==> config.mk <==
export PLATFORM = sky130hd
export DESIGN_NAME = id_ex_operand_stage
export DESIGN_NICKNAME = d
export VERILOG_FILES = /design/src/rtl/riscv_pkg.sv /design/src/rtl/pipe_skid_buffer.sv /design/src/rtl/id_ex_operand_stage.sv
export SDC_FILE = /design/constraint.sdc
export NUM_CORES = 1
export LEC_CHECK = 0
export BUFFER_PORTS_ARGS = -buffer_cell sky130_fd_sc_hd__clkbuf_2
export CORE_MARGIN = 3
export CORE_UTILIZATION = 44
export CTS_BUF_LIST = sky130_fd_sc_hd__clkbuf_8
export CTS_CLUSTER_SIZE = 30
export DETAILED_ROUTE_END_ITERATION = 16
export PLACE_DENSITY = 0.64
export SYNTH_ARGS = -nofsm -noshare
export SYNTH_HDL_FRONTEND = slang
export SYNTH_SLANG_ARGS = --single-unit
==> constraint.sdc <==
create_clock -name clk -period 2.28 [get_ports clk]
set_input_delay 0.114 -clock clk [delete_from_list [all_inputs] [get_ports clk]]
set_output_delay 0.114 -clock clk [all_outputs]
set_load 0.1 [all_outputs]
==> src/rtl/riscv_pkg.sv <==
// -----------------------------------------------------------------------------
// riscv_pkg
//   Shared definitions for the decode -> execute boundary.
//   - XLEN / CTRL_W / RD_W      : datapath, ALU control and register index widths
//   - ALU_* codes               : alu_control_signal encodings seen by the ALU
//   - ex_op_t                   : one fully decoded op as held between ID and EX
//   - sb_state_e                : occupancy state of the 2-entry skid buffer
// -----------------------------------------------------------------------------
package riscv_pkg;

   localparam int XLEN   = 64;
   localparam int CTRL_W = 4;
   localparam int RD_W   = 5;

   // ALU control encodings. Bit 3 selects subtraction in the add/sub unit;
   // for the set-less-than pair bit 0 selects the unsigned compare.
   localparam logic [CTRL_W-1:0] ALU_ADD  = 4'b0000;
   localparam logic [CTRL_W-1:0] ALU_SUB  = 4'b1000;
   localparam logic [CTRL_W-1:0] ALU_SLT  = 4'b0010;
   localparam logic [CTRL_W-1:0] ALU_SLTU = 4'b0011;
   localparam logic [CTRL_W-1:0] ALU_AND  = 4'b0111;
   localparam logic [CTRL_W-1:0] ALU_OR   = 4'b0110;
   localparam logic [CTRL_W-1:0] ALU_XOR  = 4'b0100;

   // Operand B is stored already muxed, so the execute stage never sees
   // alu_src; rs2_data rides along for stores.
   typedef struct packed {
      logic [XLEN-1:0]   a;
      logic [XLEN-1:0]   b;
      logic [CTRL_W-1:0] alu_ctrl;
      logic [XLEN-1:0]   rs2_data;
      logic [RD_W-1:0]   rd;
      logic              reg_write;
   } ex_op_t;

   localparam int EX_OP_W = $bits(ex_op_t);

   // Encoding is {skid_valid, main_valid}, so the valid bits fall straight
   // out of the state register.
   typedef enum logic [1:0] {
      SB_EMPTY = 2'b00,
      SB_ONE   = 2'b01,
      SB_FULL  = 2'b11
   } sb_state_e;

endpackage

==> src/rtl/pipe_skid_buffer.sv <==
// -----------------------------------------------------------------------------
// pipe_skid_buffer
//   Generic 2-entry valid/ready skid buffer. Full throughput when the consumer
//   is always ready; absorbs one extra op when the consumer stalls, so the
//   producer-side ready can be a plain flop.
//
//   Handshake: a transfer happens on a rising edge where valid && ready on the
//   same side. Once out_valid is high, out_data is held bit-for-bit until the
//   transfer. in_ready comes straight from the state register and never
//   depends combinationally on out_ready or flush.
//
//   Ports
//     clk, rst_n     : clock, asynchronous active-low reset
//     flush          : synchronous kill of both slots (highest priority)
//     in_valid/ready : producer handshake
//     in_data [W]    : producer payload
//     out_valid/ready: consumer handshake
//     out_data [W]   : consumer payload (main slot)
//     state          : occupancy state, for debug/checkers
// -----------------------------------------------------------------------------
module pipe_skid_buffer
   import riscv_pkg::*;
#(
   parameter int W = 8
) (
   input  logic          clk,
   input  logic          rst_n,
   input  logic          flush,
   input  logic          in_valid,
   output logic          in_ready,
   input  logic [W-1:0]  in_data,
   output logic          out_valid,
   input  logic          out_ready,
   output logic [W-1:0]  out_data,
   output sb_state_e     state
);

   sb_state_e      state_q;
   sb_state_e      state_d;
   logic [W-1:0]   main_q;
   logic [W-1:0]   skid_q;

   logic           accept;
   logic           consume;
   logic           load_main_in;
   logic           load_main_skid;
   logic           load_skid;

   assign in_ready  = (state_q != SB_FULL);
   assign out_valid = (state_q != SB_EMPTY);
   assign out_data  = main_q;
   assign state     = state_q;

   assign accept  = in_valid && in_ready;
   assign consume = out_valid && out_ready;

   // State register
   always_ff @(posedge clk or negedge rst_n) begin
      if (!rst_n) begin
         state_q <= SB_EMPTY;
      end else begin
         state_q <= state_d;
      end
   end

   // Next state and slot load strobes
   always_comb begin
      state_d        = state_q;
      load_main_in   = 1'b0;
      load_main_skid = 1'b0;
      load_skid      = 1'b0;

      unique case (state_q)
         SB_EMPTY: begin
            if (accept) begin
               state_d      = SB_ONE;
               load_main_in = 1'b1;
            end
         end
         SB_ONE: begin
            if (accept && consume) begin
               load_main_in = 1'b1;
            end else if (accept) begin
               state_d   = SB_FULL;
               load_skid = 1'b1;
            end else if (consume) begin
               state_d = SB_EMPTY;
            end
         end
         SB_FULL: begin
            // in_ready is low here, so only a consume can move us.
            if (consume) begin
               state_d        = SB_ONE;
               load_main_skid = 1'b1;
            end
         end
         default: begin
            state_d = SB_EMPTY;
         end
      endcase

      // Flush wins over everything. Slot loads may still fire this cycle;
      // that is harmless because the slots are marked invalid.
      if (flush) begin
         state_d = SB_EMPTY;
      end
   end

   // Slot data. Not cleared on flush: stale data in an invalid slot is
   // never presented.
   always_ff @(posedge clk or negedge rst_n) begin
      if (!rst_n) begin
         main_q <= '0;
         skid_q <= '0;
      end else begin
         if (load_main_in) begin
            main_q <= in_data;
         end else if (load_main_skid) begin
            main_q <= skid_q;
         end
         if (load_skid) begin
            skid_q <= in_data;
         end
      end
   end

endmodule

==> src/rtl/id_ex_operand_stage.sv <==
// -----------------------------------------------------------------------------
// id_ex_operand_stage
//   ID/EX pipeline register in front of the execute-stage ALU. Picks operand B
//   (rs2 data or immediate) as the op enters, then holds the op in a 2-entry
//   skid buffer that presents it to the ALU over a valid/ready handshake.
//   flush kills every held op (branch mispredict).
//
//   Ports
//     clk, rst_n                    : clock, asynchronous active-low reset
//     in_valid / in_ready           : decode handshake
//     in_rs1_data, in_rs2_data [XLEN]: source operands
//     in_imm [XLEN]                 : sign-extended immediate
//     in_alu_src                    : 1 = operand B from in_imm, 0 = from rs2
//     in_alu_ctrl [CTRL_W]          : ALU control code
//     in_rd [RD_W], in_reg_write    : writeback destination / enable
//     flush                         : synchronous kill of all held ops
//     out_valid / out_ready         : execute-stage handshake
//     out_a, out_b [XLEN]           : ALU operands (B already muxed)
//     out_alu_ctrl [CTRL_W]         : alu_control_signal
//     out_rs2_data [XLEN]           : rs2 passthrough for stores
//     out_rd [RD_W], out_reg_write  : writeback destination / enable
//     dbg_state                     : skid buffer occupancy state
// -----------------------------------------------------------------------------
module id_ex_operand_stage
   import riscv_pkg::*;
#(
   parameter int XLEN   = riscv_pkg::XLEN,
   parameter int CTRL_W = riscv_pkg::CTRL_W,
   parameter int RD_W   = riscv_pkg::RD_W
) (
   input  logic              clk,
   input  logic              rst_n,

   input  logic              in_valid,
   output logic              in_ready,
   input  logic [XLEN-1:0]   in_rs1_data,
   input  logic [XLEN-1:0]   in_rs2_data,
   input  logic [XLEN-1:0]   in_imm,
   input  logic              in_alu_src,
   input  logic [CTRL_W-1:0] in_alu_ctrl,
   input  logic [RD_W-1:0]   in_rd,
   input  logic              in_reg_write,

   input  logic              flush,

   output logic              out_valid,
   input  logic              out_ready,
   output logic [XLEN-1:0]   out_a,
   output logic [XLEN-1:0]   out_b,
   output logic [CTRL_W-1:0] out_alu_ctrl,
   output logic [XLEN-1:0]   out_rs2_data,
   output logic [RD_W-1:0]   out_rd,
   output logic              out_reg_write,

   output sb_state_e         dbg_state
);

   ex_op_t in_op;
   ex_op_t out_op;

   // Operand B is chosen once, on the way in; the stored value is what the
   // ALU sees, so a held op cannot change if alu_src moves upstream.
   always_comb begin
      in_op           = '0;
      in_op.a         = in_rs1_data;
      in_op.b         = in_alu_src ? in_imm : in_rs2_data;
      in_op.alu_ctrl  = in_alu_ctrl;
      in_op.rs2_data  = in_rs2_data;
      in_op.rd        = in_rd;
      in_op.reg_write = in_reg_write;
   end

   pipe_skid_buffer #(
      .W (EX_OP_W)
   ) u_skid (
      .clk       (clk),
      .rst_n     (rst_n),
      .flush     (flush),
      .in_valid  (in_valid),
      .in_ready  (in_ready),
      .in_data   (in_op),
      .out_valid (out_valid),
      .out_ready (out_ready),
      .out_data  (out_op),
      .state     (dbg_state)
   );

   assign out_a         = out_op.a;
   assign out_b         = out_op.b;
   assign out_alu_ctrl  = out_op.alu_ctrl;
   assign out_rs2_data  = out_op.rs2_data;
   assign out_rd        = out_op.rd;
   assign out_reg_write = out_op.reg_write;

endmodule

* After elaboration in Yosys (flattened, before gate mapping) *
Cells that the tools add are included.

storage, ports and cells
  bits in registers = 406
  output and inout bits = 206

cells by class
  multiplexer cells = 17
  reduce and logical (&&, ||, !) cells = 7
  eq/ne operators = 7

operator list
  kind                count
  $mux 202            2
  $mux 64             1
  $mux 2              6
  $mux 1              6
  $ne 3x2->1 const B  2
  $pmux 2 s3          1
  $ne 4x2->1 const B  1
  $reduce_and 4->1    1
  $reduce_bool 2->1   2
  $logic_and 1x1->1   3
  $ne 3x3->1 const B  1
  $eq 2x1->1 const B  1
  $eq 2x2->1 const B  1
  $logic_not 2->1     1
  $ne 2x2->1 const B  1
  $pmux 1 s2          1

* Longest topological paths before layout *
Gate-level depths: netlist (run 1).

  word-level depth = 7
  gate-level depth with buffers = 10

* Hierarchy *
A second synthesis (run 1) with hierarchy kept.

unflattened totals
  cells, all modules = 1,196
  area total of the unflattened synthesis = 17,977.2 um^2

modules (own cells, without submodules)
  module               sequential area each (um^2)  area an instance (um^2)  cells each  instances
  pipe_skid_buffer     10,159.7                     16,900.0                 1,125       1
  id_ex_operand_stage  0.0                          1,077.3                  71          1

* Least setup slack after synthesis (run 1) *
No wires, ideal clock.

  path kind = reg2reg
  from = register u_skid.state_q[0] (netlist: u_skid.state[0])
  to = register u_skid.main_q[185] (netlist: u_skid.out_data[185])
  stages on the path, launching flop included = 9
  setup slack = -0.755 ns
  setup time = 0.083 ns
  data arrival time = 2.952 ns
  clock period less this slack = 3.035 ns
  path buffers = 2
  cell sequence = dfrtp_1 > inv_1 > ha_1 > inv_1 > nand3_1 > buf_4 > buf_2 > mux2i_1 > o21ai_0

between the ends
  word-level cells in the longest chain between the ends = 6
  elaborated cells on any way between the ends = 15

ends and longest elaborated chain
  element                                        line                       source
  start: declaration                             pipe_skid_buffer.sv:38     sb_state_e state_q;
  start signal: assignment                       pipe_skid_buffer.sv:62     state_q <= state_d;
  $reduce_bool 2->1 (*)                          pipe_skid_buffer.sv:50     assign out_valid = (state_q != SB_EMPTY);
  named net out_valid                            id_ex_operand_stage.sv:46  output logic out_valid,
  $logic_and 1x1->1 (*)                          pipe_skid_buffer.sv:55     assign consume = out_valid && out_ready;
  $logic_and 1x1->1                              pipe_skid_buffer.sv:81     if (accept && consume) begin
  $mux 1                                         pipe_skid_buffer.sv:81
  $pmux 1 s2                                     pipe_skid_buffer.sv:73     unique case (state_q)
  $mux 202 or $reduce_bool 2->1 (tied branches)  --
  end signal: assignment                         pipe_skid_buffer.sv:117    main_q <= in_data;
  end signal: assignment                         pipe_skid_buffer.sv:119    main_q <= skid_q;
  end: declaration                               pipe_skid_buffer.sv:40     logic [W-1:0] main_q;

The timed path passes the listed nets; every way through them passes the cells marked *.
A chain may end at the register's enable or synchronous reset.

* Worst setup path after layout (run 1) *
  from = register u_skid.state_q[0] (netlist: u_skid.state[0])
  to = output port out_valid

between the ends
  word-level cells in the longest chain between the ends = 1

ends and longest elaborated chain
  element            line
  $reduce_bool 2->1  pipe_skid_buffer.sv:50
  end: declaration   id_ex_operand_stage.sv:46

Every way passes these cells.

==> results of run 1 <==
stage by stage:
stage	setup slack (ns)	hold slack, ns	setup TNS, ns	std cells	utilization (%)
after floorplan	-0.1654	-0.1816	-44.33	1399	-
after global placement	0.2830	0.1624	0	2294	52.08
after detailed placement	0.2354	0.1615	0	2294	52.08
after CTS	0.1129	0.08124	0	2622	60.72
after global routing	0.06376	0.1182	0	2624	60.73
final	0.1762	0.1157	0	2625	60.73
metal layers:
metal  GRT usage, %  part of all wire (%)  wire length [um]  vias to the layer above
li1               -                     -                 -                     6191
met1          27.33                    42             19750                     6384
met2          35.31                    48             22810                      381
met3          7.058                   6.9              3274                      104
met4          8.919                   3.4              1637                        0
met5              0                     0                 0                        -
kinds of logic after synthesis:
group                    count (synthesis)  synth area share (%)
multiplexers                           471                 28.54
AO/OA/AOI/OAI                          206                 5.813
adder cells (fa/ha/maj)                  5                0.3502
flip-flops                             406                 56.87
AND/OR/NAND/NOR                        212                 4.685
buffers and inverters                   99                 3.747
flip-flops by register name (all words and copies together) (netlist names):
register	flops
u_skid.out_data	202
u_skid.skid_q	202
u_skid.state	2
final cells by class:
type / instances / area (um2)
tap: 525 / 656.9
clock inverter: 31 / 130.1
fill: 3158 / 15670
timing repair buffer: 670 / 4922
multi-input combinational: 894 / 7069
sequential: 406 / 10170
inverter: 4 / 22.52
clock buffer: 92 / 1266
antenna: 3 / 7.507
final timing paths:
kind,startpoint,endpoint,cells past startpoint,slack (ns)
setup / recovery,u_skid.state[0]$_DFFE_PN0P_,out_valid,4,0.18
setup reg to reg,u_skid.state[0]$_DFFE_PN0P_,u_skid.out_data[146]$_DFFE_PN0P_,8,0.19
min in group clk,in_alu_src,u_skid.out_data[106]$_DFFE_PN0P_,3,0.16
hold reg to reg,u_skid.skid_q[118]$_DFFE_PN0P_,u_skid.skid_q[118]$_DFFE_PN0P_,2,0.48
hold / removal,rst_n,u_skid.skid_q[53]$_DFFE_PN0P_,2,0.12
max in group asynchronous,rst_n,u_skid.out_data[192]$_DFFE_PN0P_,3,1.28
cell usage in the layout, fill, tap and decap left out, types with 2 or more instances in the layout:
cell           Yosys  final
clkbuf_2           0    411
dfrtp_1          406    404
mux2i_1          332    332
dlygate4sd3_1      0    205
nand2_1          203    203
o21ai_0          194    194
clkbuf_8           0     92
mux2_2            81     81
mux2_4            56     56
buf_12             0     32
inv_1              4     26
buf_4              6     21
o21ai_1            8      8
clkinv_2           0      4
diode_2            0      3
clkinvlp_4         0      3
nand2b_1           3      3
ha_1               5      3
mux2_1             2      2
dfrtp_4            0      2
==> flow_summary.json, run 1 <==
{
  "outcome": "completed",
  "placed_area_mm2": 0.02079,
  "synthDistinctLibCells": 25,
  "rsz0062_at_grt": "no",
  "cts_buffers": 71,
  "netlist_instances": 1399,
  "drt-total-wl_mm": 47.47,
  "start_kind": "register",
  "die_area_mm2": 0.04306,
  "slowest_delay_ns": 0.51,
  "grt_pass1_wl_mm": 77.00,
  "die_y_um": 207.5,
  "relSlewSlack_pct": 54.91,
  "core_mm2": 0.03991,
  "place_hpwl_mm": 31.65,
  "cts.repair.resized": 0,
  "hold_buffers": 205,
  "gr-total-overflow": 0,
  "viasPerCell": 4.975,
  "dr.first_iter.drc_count": 601,
  "syn_to_final_growth_pct": 35.69,
  "grt_pass1_vias": 14120,
  "ctsHtreeMaxLevel": 3,
  "rows": 73,
  "avgSynthCellArea_um2": 12.77,
  "max_freq_mhz": 475.3,
  "post_cts_buffers": 0,
  "ios": 414,
  "drc": 0,
  "required_ns": 2.17,
  "final-setup-viol-count": 0,
  "arrival_ns": 1.99,
  "synth_top_area_cell": "dfrtp_1",
  "crit_chain": "inv_2, ha_2, clkinvlp_4, clkbuf_2",
  "synthArstFlopShare_pct": 100.0,
  "synth_area_mm2": 0.01787,
  "critical_path_class": "reg2out",
  "ys_top_cells_by_count": "406 x dfrtp_1, 332 x mux2i_1, 203 x nand2_1",
  "ant_nets": 0,
  "synth_edf_count": 0,
  "gr-usage-all-layers_pct": 21.86,
  "end_kind": "primary output",
  "antenna_found_initial": 2,
  "finClkSkew_ns": 0.02690,
  "min_period_over_period_pct": 92.27,
  "avgRoutedWirePerCell_um": 18.09,
  "max_cap_violations": 0,
  "crit_slowest_cell": "dfrtp_4",
  "path_clk_slew_ns": 0.06,
  "crit_path_max_fanout": 5,
  "fp.dieW_um": 207.5,
  "final_cell_area_mm2": 0.02424,
  "finalHoldViolations": 0,
  "fin_nets": 2260,
  "ys_warn_count": 0,
  "worst-path-buf-inv": 3,
  "synthMostInstantiatedCell": "dfrtp_1",
  "post-route-min-period_ns": 2.104,
  "ys_top_cells_by_area": "dfrtp_1 57%, mux2i_1 19%, o21ai_0 5.4%",
  "cts-root-buf": "clkbuf_8",
  "worst_pin_slew_ns": 0.6764,
  "numPortBuffers": 413,
  "synth-seq-area-share_pct": 56.87,
  "cts_sinks": 406,
  "synth-seq-cells": 406,
  "cts_tree": "yes",
  "worstHoldPathType": "in2async",
  "synth_top_cell_area_share_pct": 56.87,
  "clkLatencyLatePin_ns": 0.60,
  "maxSlewViolCount": 0,
  "via_count": 13060,
  "crit_family": "buffers and inverters",
  "initial_core_util_pct": 44.76,
  "synth_ff_type": "dfrtp_1",
  "drive_gt1_share_pct": 33.91,
  "grt_max_degree": 77,
  "gp_congestion": 0.8007,
  "drt_pre_antenna_iters": 5,
  "cts_buffer_depth": 3,
  "syn-num-nets": 1612
}
Power of run 1 is not shown: default switching activity piles up to over one toggle a cycle in this logic, so the estimate is an artifact.
==> inputs of run 2 (changes only) <==
==> constraint.sdc (replaced) <==
create_clock -name clk -period 2.5 [get_ports clk]
set_input_delay 0.125 -clock clk [delete_from_list [all_inputs] [get_ports clk]]
set_output_delay 0.125 -clock clk [all_outputs]
set_load 0.1 [all_outputs]
==> run 2 against run 1 <==
Clock-buffer cell count down 7; critical path depth stayed put; cell count decreased by 0.38%; register-to-register slack better by 0.14 ns; wire length is 0.18% lower; global-route usage is 0.14 points higher; highest routed layer unchanged; cell area fell by 0.67%; die area unchanged.
==> flow_summary.json, run 2 (synthesis results as in run 1) <==
{
  "dr.first_iter.drc_count": 685,
  "met1_length_mm": 20.06,
  "maxSlewViolCount": 0,
  "final_common_cell": "clkbuf_2",
  "cts_tree": "yes",
  "min_period_over_period_pct": 89.86,
  "finClkSkew_ns": 0.01473,
  "placed_area_mm2": 0.02070,
  "layout_common_cells": "411 x clkbuf_2, 404 x dfrtp_1, 332 x mux2i_1",
  "clkLatencyLatePin_ns": 0.61,
  "cts_sinks": 406,
  "highest_layer": "met4",
  "core_mm2": 0.03991,
  "cts_buffer_depth": 3,
  "numPortBuffers": 413,
  "ctsHtreeMaxLevel": 3,
  "path_clk_slew_ns": 0.05,
  "final_cell_area_mm2": 0.02408,
  "worst_pin_slew_ns": 1.056,
  "die_y_um": 207.5,
  "gr-total-overflow": 0,
  "avgRoutedWirePerCell_um": 18.12,
  "gp_congestion": 0.7884,
  "rsz0062_at_grt": "no",
  "max_cap_violations": 0,
  "gr-usage-all-layers_pct": 22.00,
  "max_freq_mhz": 445.2,
  "viasPerCell": 5.010,
  "arrival_ns": 2.81,
  "antenna_found_initial": 0,
  "start_kind": "input port",
  "end_kind": "asynchronous set/reset pin",
  "initial_core_util_pct": 44.76,
  "drt-total-wl_mm": 47.39,
  "via_count": 13100,
  "cts_buffers": 69,
  "drc": 0,
  "post-route-min-period_ns": 2.246,
  "ios": 414,
  "worstHoldPathType": "in2reg",
  "fp.dieW_um": 207.5,
  "die_area_mm2": 0.04306,
  "syn_to_final_growth_pct": 34.78,
  "fin_nets": 2257,
  "required_ns": 3.06,
  "place_hpwl_mm": 31.29,
  "critical_path_class": "in2async",
  "drive_gt1_share_pct": 33.46,
  "wl_met2_mm": 22.81,
  "grt_max_degree": 110,
  "ant_nets": 0,
  "cts-root-buf": "clkbuf_8",
  "grt_pass1_vias": 14490,
  "crit_path_max_fanout": 29,
  "outcome": "completed",
  "grt_pass1_wl_mm": 77.43,
  "rows": 73,
  "finalHoldViolations": 0,
  "drt_pre_antenna_iters": 5,
  "cts.repair.resized": 0,
  "relSlewSlack_pct": 29.35,
  "final-setup-viol-count": 0,
  "met3WireLength_mm": 3.044
}
==> run 2: cell type report <==
| cell class | count | area, um2 |
|---|---|---|
| flip-flops and latches | 406 | 10170 |
| inverters | 4 | 22.52 |
| repair buffers | 669 | 4870 |
| clock inverters | 31 | 136.4 |
| fillers | 3172 | 15840 |
| multi-input cells | 894 | 7054 |
| diodes | 1 | 2.502 |
| clock buffers | 85 | 1170 |
| well taps | 525 | 656.9 |
==> run 2: what timing repair did <==
action,in CTS,in global routing
hold endpoints to repair,724,0
hold buffers,207,0
setup buffers,0,0
==> run 2: final timing paths <==
kind                                          startpoint                          endpoint  slack (ns)  cells after the start
max                                                rst_n   u_skid.out_data[53]$_DFFE_PN0P_        0.25                      4
min                                            out_ready   u_skid.out_data[77]$_DFFE_PN0P_        0.12                      4
max reg2reg                  u_skid.state[0]$_DFFE_PN0P_  u_skid.out_data[167]$_DFFE_PN0P_        0.33                      7
min reg2reg                u_skid.skid_q[95]$_DFFE_PN0P_     u_skid.skid_q[95]$_DFFE_PN0P_        0.48                      2
max in group clk             u_skid.state[0]$_DFFE_PN0P_                         out_valid        0.33                      4
min in group asynchronous                          rst_n    u_skid.skid_q[110]$_DFFE_PN0P_        0.53                      3
==> run 2: per-layer routing <==
metal  vias up  global-route usage, %
met1      6442                  28.07
met4         0                  8.193
met3       103                  6.514
li1       6177                      -
met2       378                  35.73
met5         -                      0
==> run 2: worst max-delay path, cell delays in order <==
cell and delay (ns):
dlygate4sd3_1 0.52, dlygate4sd3_1 0.58, buf_8 0.26, dlygate4sd3_1 1.31
==> run 2: stage by stage <==
step | instances | setup TNS (ns) | setup WS (ns) | hold slack, ns | util [%]
5_1_grt | 2614 | 0 | 0.04007 | 0.1111 | 60.32
6_report | 2615 | 0 | 0.2536 | 0.1210 | 60.33
3_5_place_dp | 2291 | 0 | 0.3573 | 0.07210 | 51.86
4_1_cts | 2614 | 0 | 0.2403 | 0.06166 | 60.32
3_3_place_gp | 2291 | 0 | 0.3941 | 0.07197 | 51.86
2_1_floorplan | 1399 | -6.207 | -0.04844 | -0.1706 | -
Power of run 2 is left out for the same reason.
